===== src/rtl/ps2_kbd_ctrl_pkg.sv =====
// Shared definitions for the PS/2 keyboard controller: prefix bytes, the
// controller response codes that are filtered out, and the sequencer states.
package ps2_pkg;

  localparam logic [7:0] PS2_EXT    = 8'hE0;
  localparam logic [7:0] PS2_BRK    = 8'hF0;
  localparam logic [7:0] PS2_PAUSE  = 8'hE1;

  localparam logic [7:0] PS2_ACK    = 8'hFA;
  localparam logic [7:0] PS2_BAT_OK = 8'hAA;
  localparam logic [7:0] PS2_ECHO   = 8'hEE;
  localparam logic [7:0] PS2_RESEND = 8'hFE;
  localparam logic [7:0] PS2_ERR_LO = 8'h00;
  localparam logic [7:0] PS2_ERR_HI = 8'hFF;

  localparam logic [2:0] ST_IDLE   = 3'd0;
  localparam logic [2:0] ST_POP    = 3'd1;
  localparam logic [2:0] ST_SETTLE = 3'd2;
  localparam logic [2:0] ST_DECODE = 3'd3;
  localparam logic [2:0] ST_EMIT   = 3'd4;

  typedef enum logic [2:0] {
    S_IDLE   = ST_IDLE,
    S_POP    = ST_POP,
    S_SETTLE = ST_SETTLE,
    S_DECODE = ST_DECODE,
    S_EMIT   = ST_EMIT
  } ps2_state_e;

  function automatic logic is_filter_code(input logic [7:0] b);
    return (b == PS2_ACK)    || (b == PS2_BAT_OK) || (b == PS2_ECHO) ||
           (b == PS2_RESEND) || (b == PS2_ERR_LO) || (b == PS2_ERR_HI);
  endfunction

endpackage


===== src/rtl/ps2_kbd_ctrl_scan2ascii.sv =====
// Combinational set-2 scan code to lowercase ASCII lookup for letters, digits,
// space and enter; every other code maps to 0.
module ps2_scan2ascii (
  input  logic [7:0] i_code,
  output logic [7:0] o_ascii
);

  always_comb begin
    o_ascii = 8'h00;
    case (i_code)
      8'h1C: o_ascii = 8'h61;
      8'h32: o_ascii = 8'h62;
      8'h21: o_ascii = 8'h63;
      8'h23: o_ascii = 8'h64;
      8'h24: o_ascii = 8'h65;
      8'h2B: o_ascii = 8'h66;
      8'h34: o_ascii = 8'h67;
      8'h33: o_ascii = 8'h68;
      8'h43: o_ascii = 8'h69;
      8'h3B: o_ascii = 8'h6A;
      8'h42: o_ascii = 8'h6B;
      8'h4B: o_ascii = 8'h6C;
      8'h3A: o_ascii = 8'h6D;
      8'h31: o_ascii = 8'h6E;
      8'h44: o_ascii = 8'h6F;
      8'h4D: o_ascii = 8'h70;
      8'h15: o_ascii = 8'h71;
      8'h2D: o_ascii = 8'h72;
      8'h1B: o_ascii = 8'h73;
      8'h2C: o_ascii = 8'h74;
      8'h3C: o_ascii = 8'h75;
      8'h2A: o_ascii = 8'h76;
      8'h1D: o_ascii = 8'h77;
      8'h22: o_ascii = 8'h78;
      8'h35: o_ascii = 8'h79;
      8'h1A: o_ascii = 8'h7A;
      8'h45: o_ascii = 8'h30;
      8'h16: o_ascii = 8'h31;
      8'h1E: o_ascii = 8'h32;
      8'h26: o_ascii = 8'h33;
      8'h25: o_ascii = 8'h34;
      8'h2E: o_ascii = 8'h35;
      8'h36: o_ascii = 8'h36;
      8'h3D: o_ascii = 8'h37;
      8'h3E: o_ascii = 8'h38;
      8'h46: o_ascii = 8'h39;
      8'h29: o_ascii = 8'h20;
      8'h5A: o_ascii = 8'h0D;
      default: o_ascii = 8'h00;
    endcase
  end

endmodule


===== src/rtl/ps2_kbd_ctrl.sv =====
// PS/2 keyboard controller: drains the receiver FIFO, assembles key events and
// hands them out one at a time. Define PS2_TYPEMATIC_EN to report key repeats.
module ps2_kbd_ctrl #(
  parameter int CNT_W   = 16,
  parameter int E1_SKIP = 7
) (
  input  logic             clk,
  input  logic             clrn,
  input  logic             kbd_ready,
  input  logic [7:0]       kbd_data,
  input  logic             kbd_overflow,
  output logic             kbd_nextdata_n,
  output logic             evt_valid,
  input  logic             evt_ack,
  output logic [7:0]       evt_code,
  output logic             evt_ext,
  output logic             evt_break,
  output logic             evt_repeat,
  output logic [7:0]       evt_ascii,
  output logic [CNT_W-1:0] press_count,
  output logic             err_overflow
);

  import ps2_pkg::*;

  localparam int SKIP_W = (E1_SKIP < 2) ? 1 : $clog2(E1_SKIP + 1);

  ps2_state_e         r_state;
  logic [7:0]         r_byte;
  logic               r_nextdata_n;
  logic               r_ext_pend;
  logic               r_brk_pend;
  logic [SKIP_W-1:0]  r_skip;
  logic               r_held_vld;
  logic [7:0]         r_held_code;
  logic               r_held_ext;
  logic               r_evt_valid;
  logic [7:0]         r_evt_code;
  logic               r_evt_ext;
  logic               r_evt_break;
  logic [CNT_W-1:0]   r_press_count;
  logic               r_err_ovf;
  logic               w_held_match;
  logic [7:0]         w_rom_ascii;
`ifdef PS2_TYPEMATIC_EN
  logic               r_evt_repeat;
`endif

  assign w_held_match = r_held_vld && (r_held_code == r_byte) && (r_held_ext == r_ext_pend);

  // One byte per IDLE->POP->SETTLE->DECODE pass; EMIT blocks further pops until acked.
  always_ff @(posedge clk or negedge clrn) begin
    if (!clrn) begin
      r_state       <= S_IDLE;
      r_byte        <= 8'h00;
      r_nextdata_n  <= 1'b1;
      r_ext_pend    <= 1'b0;
      r_brk_pend    <= 1'b0;
      r_skip        <= '0;
      r_held_vld    <= 1'b0;
      r_held_code   <= 8'h00;
      r_held_ext    <= 1'b0;
      r_evt_valid   <= 1'b0;
      r_evt_code    <= 8'h00;
      r_evt_ext     <= 1'b0;
      r_evt_break   <= 1'b0;
      r_press_count <= '0;
`ifdef PS2_TYPEMATIC_EN
      r_evt_repeat  <= 1'b0;
`endif
    end else begin
      case (r_state)
        S_IDLE: begin
          if (kbd_ready) begin
            r_byte       <= kbd_data;
            r_nextdata_n <= 1'b0;
            r_state      <= S_POP;
          end
        end
        S_POP: begin
          r_nextdata_n <= 1'b1;
          r_state      <= S_SETTLE;
        end
        S_SETTLE: begin
          r_state <= S_DECODE;
        end
        S_DECODE: begin
          if (r_skip != '0) begin
            r_skip  <= r_skip - SKIP_W'(1);
            r_state <= S_IDLE;
          end else if (r_byte == PS2_PAUSE) begin
            r_skip     <= SKIP_W'(E1_SKIP);
            r_ext_pend <= 1'b0;
            r_brk_pend <= 1'b0;
            r_state    <= S_IDLE;
          end else if (r_byte == PS2_EXT) begin
            r_ext_pend <= 1'b1;
            r_state    <= S_IDLE;
          end else if (r_byte == PS2_BRK) begin
            r_brk_pend <= 1'b1;
            r_state    <= S_IDLE;
          end else if (is_filter_code(r_byte) && !r_ext_pend && !r_brk_pend) begin
            r_state <= S_IDLE;
          end else begin
            r_ext_pend  <= 1'b0;
            r_brk_pend  <= 1'b0;
            r_evt_code  <= r_byte;
            r_evt_ext   <= r_ext_pend;
            r_evt_break <= r_brk_pend;
`ifdef PS2_TYPEMATIC_EN
            r_evt_repeat <= !r_brk_pend && w_held_match;
`endif
            if (r_brk_pend) begin
              if (w_held_match) r_held_vld <= 1'b0;
              r_evt_valid <= 1'b1;
              r_state     <= S_EMIT;
            end else if (w_held_match) begin
`ifdef PS2_TYPEMATIC_EN
              r_evt_valid <= 1'b1;
              r_state     <= S_EMIT;
`else
              r_state     <= S_IDLE;
`endif
            end else begin
              r_held_vld  <= 1'b1;
              r_held_code <= r_byte;
              r_held_ext  <= r_ext_pend;
              if (r_press_count != {CNT_W{1'b1}})
                r_press_count <= r_press_count + CNT_W'(1);
              r_evt_valid <= 1'b1;
              r_state     <= S_EMIT;
            end
          end
        end
        S_EMIT: begin
          if (evt_ack) begin
            r_evt_valid <= 1'b0;
            r_state     <= S_IDLE;
          end
        end
        default: begin
          r_nextdata_n <= 1'b1;
          r_evt_valid  <= 1'b0;
          r_state      <= S_IDLE;
        end
      endcase
    end
  end

  always_ff @(posedge clk or negedge clrn) begin
    if (!clrn) r_err_ovf <= 1'b0;
    else       r_err_ovf <= r_err_ovf | kbd_overflow;
  end

  ps2_scan2ascii u_scan2ascii (
    .i_code  (r_evt_code),
    .o_ascii (w_rom_ascii)
  );

  assign kbd_nextdata_n = r_nextdata_n;
  assign evt_valid      = r_evt_valid;
  assign evt_code       = r_evt_code;
  assign evt_ext        = r_evt_ext;
  assign evt_break      = r_evt_break;
  assign evt_ascii      = (r_evt_ext || r_evt_break) ? 8'h00 : w_rom_ascii;
  assign press_count    = r_press_count;
  assign err_overflow   = r_err_ovf;
`ifdef PS2_TYPEMATIC_EN
  assign evt_repeat     = r_evt_repeat;
`else
  assign evt_repeat     = 1'b0;
`endif

endmodule


===== config.mk =====
export PLATFORM = sky130hd
export DESIGN_NAME = ps2_kbd_ctrl
export DESIGN_NICKNAME = d
export VERILOG_FILES = /design/src/rtl/ps2_kbd_ctrl_pkg.sv /design/src/rtl/ps2_kbd_ctrl_scan2ascii.sv /design/src/rtl/ps2_kbd_ctrl.sv
export SDC_FILE = /design/constraint.sdc
export NUM_CORES = 1
export LEC_CHECK = 0
export ABC_AREA = 1
export CORE_MARGIN = 5
export CORE_UTILIZATION = 57
export CTS_BUF_LIST = sky130_fd_sc_hd__clkbuf_2
export CTS_CLUSTER_DIAMETER = 30
export CTS_CLUSTER_SIZE = 16
export DETAILED_ROUTE_END_ITERATION = 7
export PLACE_DENSITY_LB_ADDON = 0.08
export SYNTH_ARGS = -nofsm -noshare
export SYNTH_HDL_FRONTEND = slang
export SYNTH_SLANG_ARGS = --single-unit

===== constraint.sdc =====
create_clock -name clk -period 2.34 [get_ports clk]
set_input_delay 0.468 -clock clk [delete_from_list [all_inputs] [get_ports clk]]
set_output_delay 0.468 -clock clk [all_outputs]
set_load 0.03 [all_outputs]

==> reports/metrics.cfg <==
[timing]
slew_viol_final = 0
rsz_0062_raised_after_global_routing = yes
timing.final.crit_share = 1.13
fin_worst_skew_ns = 0.0410
final.hold.worst_slack_ns = 0.326
fmax_mhz = 377
setup_viol = 7
final.setup.tns_ns = -1.90
post-route-min-period_ns = 2.65
smallest_setup_slack_after_layout_ns = -0.310
report.final.hold_viol_count = 0

[critical_path]
worstPathArrival_ns = 2.18
critPathSlowestCell = dfrtp_1
path_delay_family = compound AO/OA/AOI/OAI gates
r2r.worst_path.cells = 12
critical_path_peak_fanout = 7
cpPeakStageDelay_ns = 0.46
critPathLaunchType = flop
reg2reg_slack_ns = 0.24
crit_end_category = primary output
critPathKind = reg2out
worst_r2r_src = r_byte[5]
cp_data_required_time_ns = 1.87
timing.rr.end = r_held_code[0]
critPathBufInv = 3
crit_chain = buf_4 -> ha_4 -> nand2_4 -> buf_6 -> nand2_1 -> o21ai_1 -> o21ai_1 -> a21oi_2 -> nor2_4 -> buf_6

[synth]
post_synth_inst_count = 521
ys_types = 38
synth.cell_area_sq_um = 3680
synth_seq_cells = 55
async_flop_share = 1.00
edff_count_synth = 0
avgSynthCellArea_sq_um = 7.06
main_synth_ff_type = dfrtp_1
synth_sequential_area_ratio = 0.374
yosysWarningCount = 0

[global_route]
globalRouteOverflowTotal = 0
grt_pass1_vias = 3633
grt_pass1_wl_um = 17200
antenna_violations_before_repair = 0
grt_start_max_net_pins = 27
grt.total_usage = 0.249

[die]
initial_core_util = 0.583
placementRows = 29
ioPinCount = 51
fp.dieW_um = 90.3
core_footprint_sq_um = 6310
die_height_um = 90.3
design.die.area_sq_um = 8160

[clock_network]
ctsHtreeMaxLevel = 2
tritoncts.num_buffers = 5
cts_num_sinks = 55
clock_tree_from_tritoncts = built
clk_pin_slew_worst_paths_ns = 0.34
clock_tree_root_buffer_cell = clkbuf_2
clk_latency_ns = 0.46
cts.path.max_buffers = 2

[drt]
totalWireLength_um = 10100
total_via_count_in_the_routed_design = 3784
first_pass_iters = 5
total_drc_errors_in_the_routed_layout = 0
antenna_viol_nets_final = 0
drt-initial-drc-count = 271
vias_per_cell = 5.54
routedWlPerCell_um = 14.8

[place]
placement.io_buffers = 48
dp.final_hpwl_um = 7220
place.gp.congestion = 0.904

[run_status]
status = finished, violations left
failed_checks = setup timing

[power_and_ir_drop]
power.leakage_nw = 2.36
power.density_nw_per_um2 = 1240
vdd_ir_drop_max_mv = 0.917

[cells_and_area]
syn2layout_area_growth_pct = 31.6
share_of_final_layout_standard_cells_stronger_than_drive_strength_1 = 0.229
layout.nets = 630
finalCoreUtilization = 0.767
insertedDiodeCount = 0

[worst_hold_path]
hp-class = in2async

[run]
max-cap-violations = 0

-- flip-flops by register name (all words and copies together), names as in the netlist --
signal	flops
err_overflow	1
evt_break	1
evt_code	8
evt_ext	1
evt_valid	1
kbd_nextdata_n	1
press_count	16
r_brk_pend	1
r_byte	8
r_ext_pend	1
r_held_code	8
r_held_ext	1
r_held_vld	1
r_skip	3
r_state	3
-- logic make-up (layout without fill, tap and decap cells) --
family,after synthesis,in the layout,synth area share
xor gates and xnor gates,17,17,0.0405
AOI/OAI and AO/OA,80,80,0.112
adders and majority gates,12,12,0.0408
and+or+nand+nor,286,286,0.350
DFF,55,55,0.374
buffers and inverters,70,154,0.0806
other,1,2,0.00102
-- repair_timing --
| action | in CTS | in global routing |
|---|---|---|
| setup buffers | 5 | 7 |
| pin swaps | 15 | 21 |
| gates resized for setup | 54 | 29 |
| endpoints found under the hold margin | 9 | 0 |
| setup endpoints to repair | 8 | 31 |
| hold buffers | 1 | 0 |
-- metal layers --
metal  GRT usage  wire length [um]  share of wire  up-vias
li1            -                 -              -     1853
met4      0.0707               224          0.022        0
met2       0.418              5050           0.50      109
met3      0.0333               349          0.034       24
met5           0                 0              0        -
met1       0.335              4500           0.44     1798
-- layout by cell type (no fill, tap or decap), types with 2 or more instances in the layout --
master,count
o22ai_1,2
o21ai_2,2
xor2_1,9
o21ai_0,29
buf_4,42
nand2_1,146
xnor2_1,8
nor2_2,5
dfrtp_2,3
nor3_2,2
nor2_1,42
nor2_4,5
a21oi_1,8
inv_1,39
inv_4,2
or2_4,2
clkbuf_2,5
a21oi_2,5
conb_1,2
nand4_1,7
clkdlybuf4s50_1,34
nor3_1,5
inv_2,10
dfrtp_1,51
o21ai_4,2
a31oi_1,3
dlymetal6s2s_1,5
or2_2,2
a21oi_4,4
nand2_4,4
buf_6,9
ha_4,4
nand3_2,5
nand3_1,39
ha_1,8
o21ai_1,23
nand2_2,16
-- final cells by class --
| cell class | instances | area (sq um) |
|---|---|---|
| fill | 478 | 1470 |
| sequential | 55 | 1380 |
| inverter | 52 | 201 |
| tap | 77 | 96.3 |
| clock buffer | 5 | 25.0 |
| multi-input combinational | 397 | 2240 |
| clock inverter | 3 | 33.8 |
| timing repair buffer | 94 | 863 |
-- cell usage after synthesis (2+ instances only) --
| cell | n | area (sq um) |
|---|---|---|
| a21oi_1 | 17 | 85.1 |
| or2_2 | 4 | 25.0 |
| nand2_2 | 5 | 31.3 |
| nor2_4 | 3 | 33.8 |
| xnor2_1 | 8 | 70.1 |
| o22ai_1 | 2 | 12.5 |
| buf_4 | 4 | 30.0 |
| inv_1 | 46 | 173 |
| clkbuf_1 | 4 | 15.0 |
| o21ai_1 | 17 | 85.1 |
| nor2_2 | 4 | 25.0 |
| nand2_4 | 3 | 33.8 |
| a31oi_1 | 3 | 18.8 |
| xor2_1 | 9 | 78.8 |
| nand4_1 | 7 | 43.8 |
| dfrtp_1 | 54 | 1350 |
| inv_2 | 5 | 18.8 |
| nor2_1 | 45 | 169 |
| buf_2 | 8 | 40.0 |
| ha_1 | 12 | 150 |
| nand2_1 | 158 | 593 |
| o21ai_0 | 39 | 195 |
| nand3_1 | 44 | 220 |
| nor3_1 | 6 | 30.0 |
-- how the worst max path moves through the flow --
stage / from / endpoint / slack (ns) / cells after the start
2_1_floorplan: evt_code[1] / evt_ascii[5] / 0.008 / 9
3_3_place_gp: evt_code[1] / evt_ascii[1] / -0.16 / 10
3_5_place_dp: evt_code[1] / evt_ascii[1] / -0.18 / 10
4_1_cts: evt_code[1] / evt_ascii[6] / -0.28 / 10
5_1_grt: evt_code[1] / evt_ascii[3] / -0.48 / 10
6_report: evt_code[0] / evt_ascii[3] / -0.31 / 10
-- where the power goes --
group / internal, mW / leakage (nW) / switching [mW]
clock: 0.0907 / 0.0363 / 0.336
sequential: 1.25 / 0.703 / 0.309
combinational: 1.60 / 1.62 / 2.44
total: 2.94 / 2.36 / 3.08
-- stage by stage --
step	instance area, sq um	power [mW]	cells	worst slack (ns)
after CTS	4690	5.75	676	-0.280
final	4840	6.02	683	-0.310
after global placement	4450	4.95	662	-0.163
after detailed placement	4450	5.01	662	-0.185
after global routing	4840	6.48	683	-0.477
after floorplan	3740	3.84	522	0.00824
-- worst register-to-register path: stages (launching register included) --
cell,delay (ns)
dfrtp_1,0.52
inv_1,0.18
o22ai_1,0.12
nor2_1,0.13
nand2_1,0.08
nor3_2,0.19
inv_1,0.07
ha_1,0.19
nand2_2,0.11
inv_2,0.06
nand4_4,0.21
nand2_1,0.08
o21ai_1,0.08
Power figures use the tool's default switching activity.
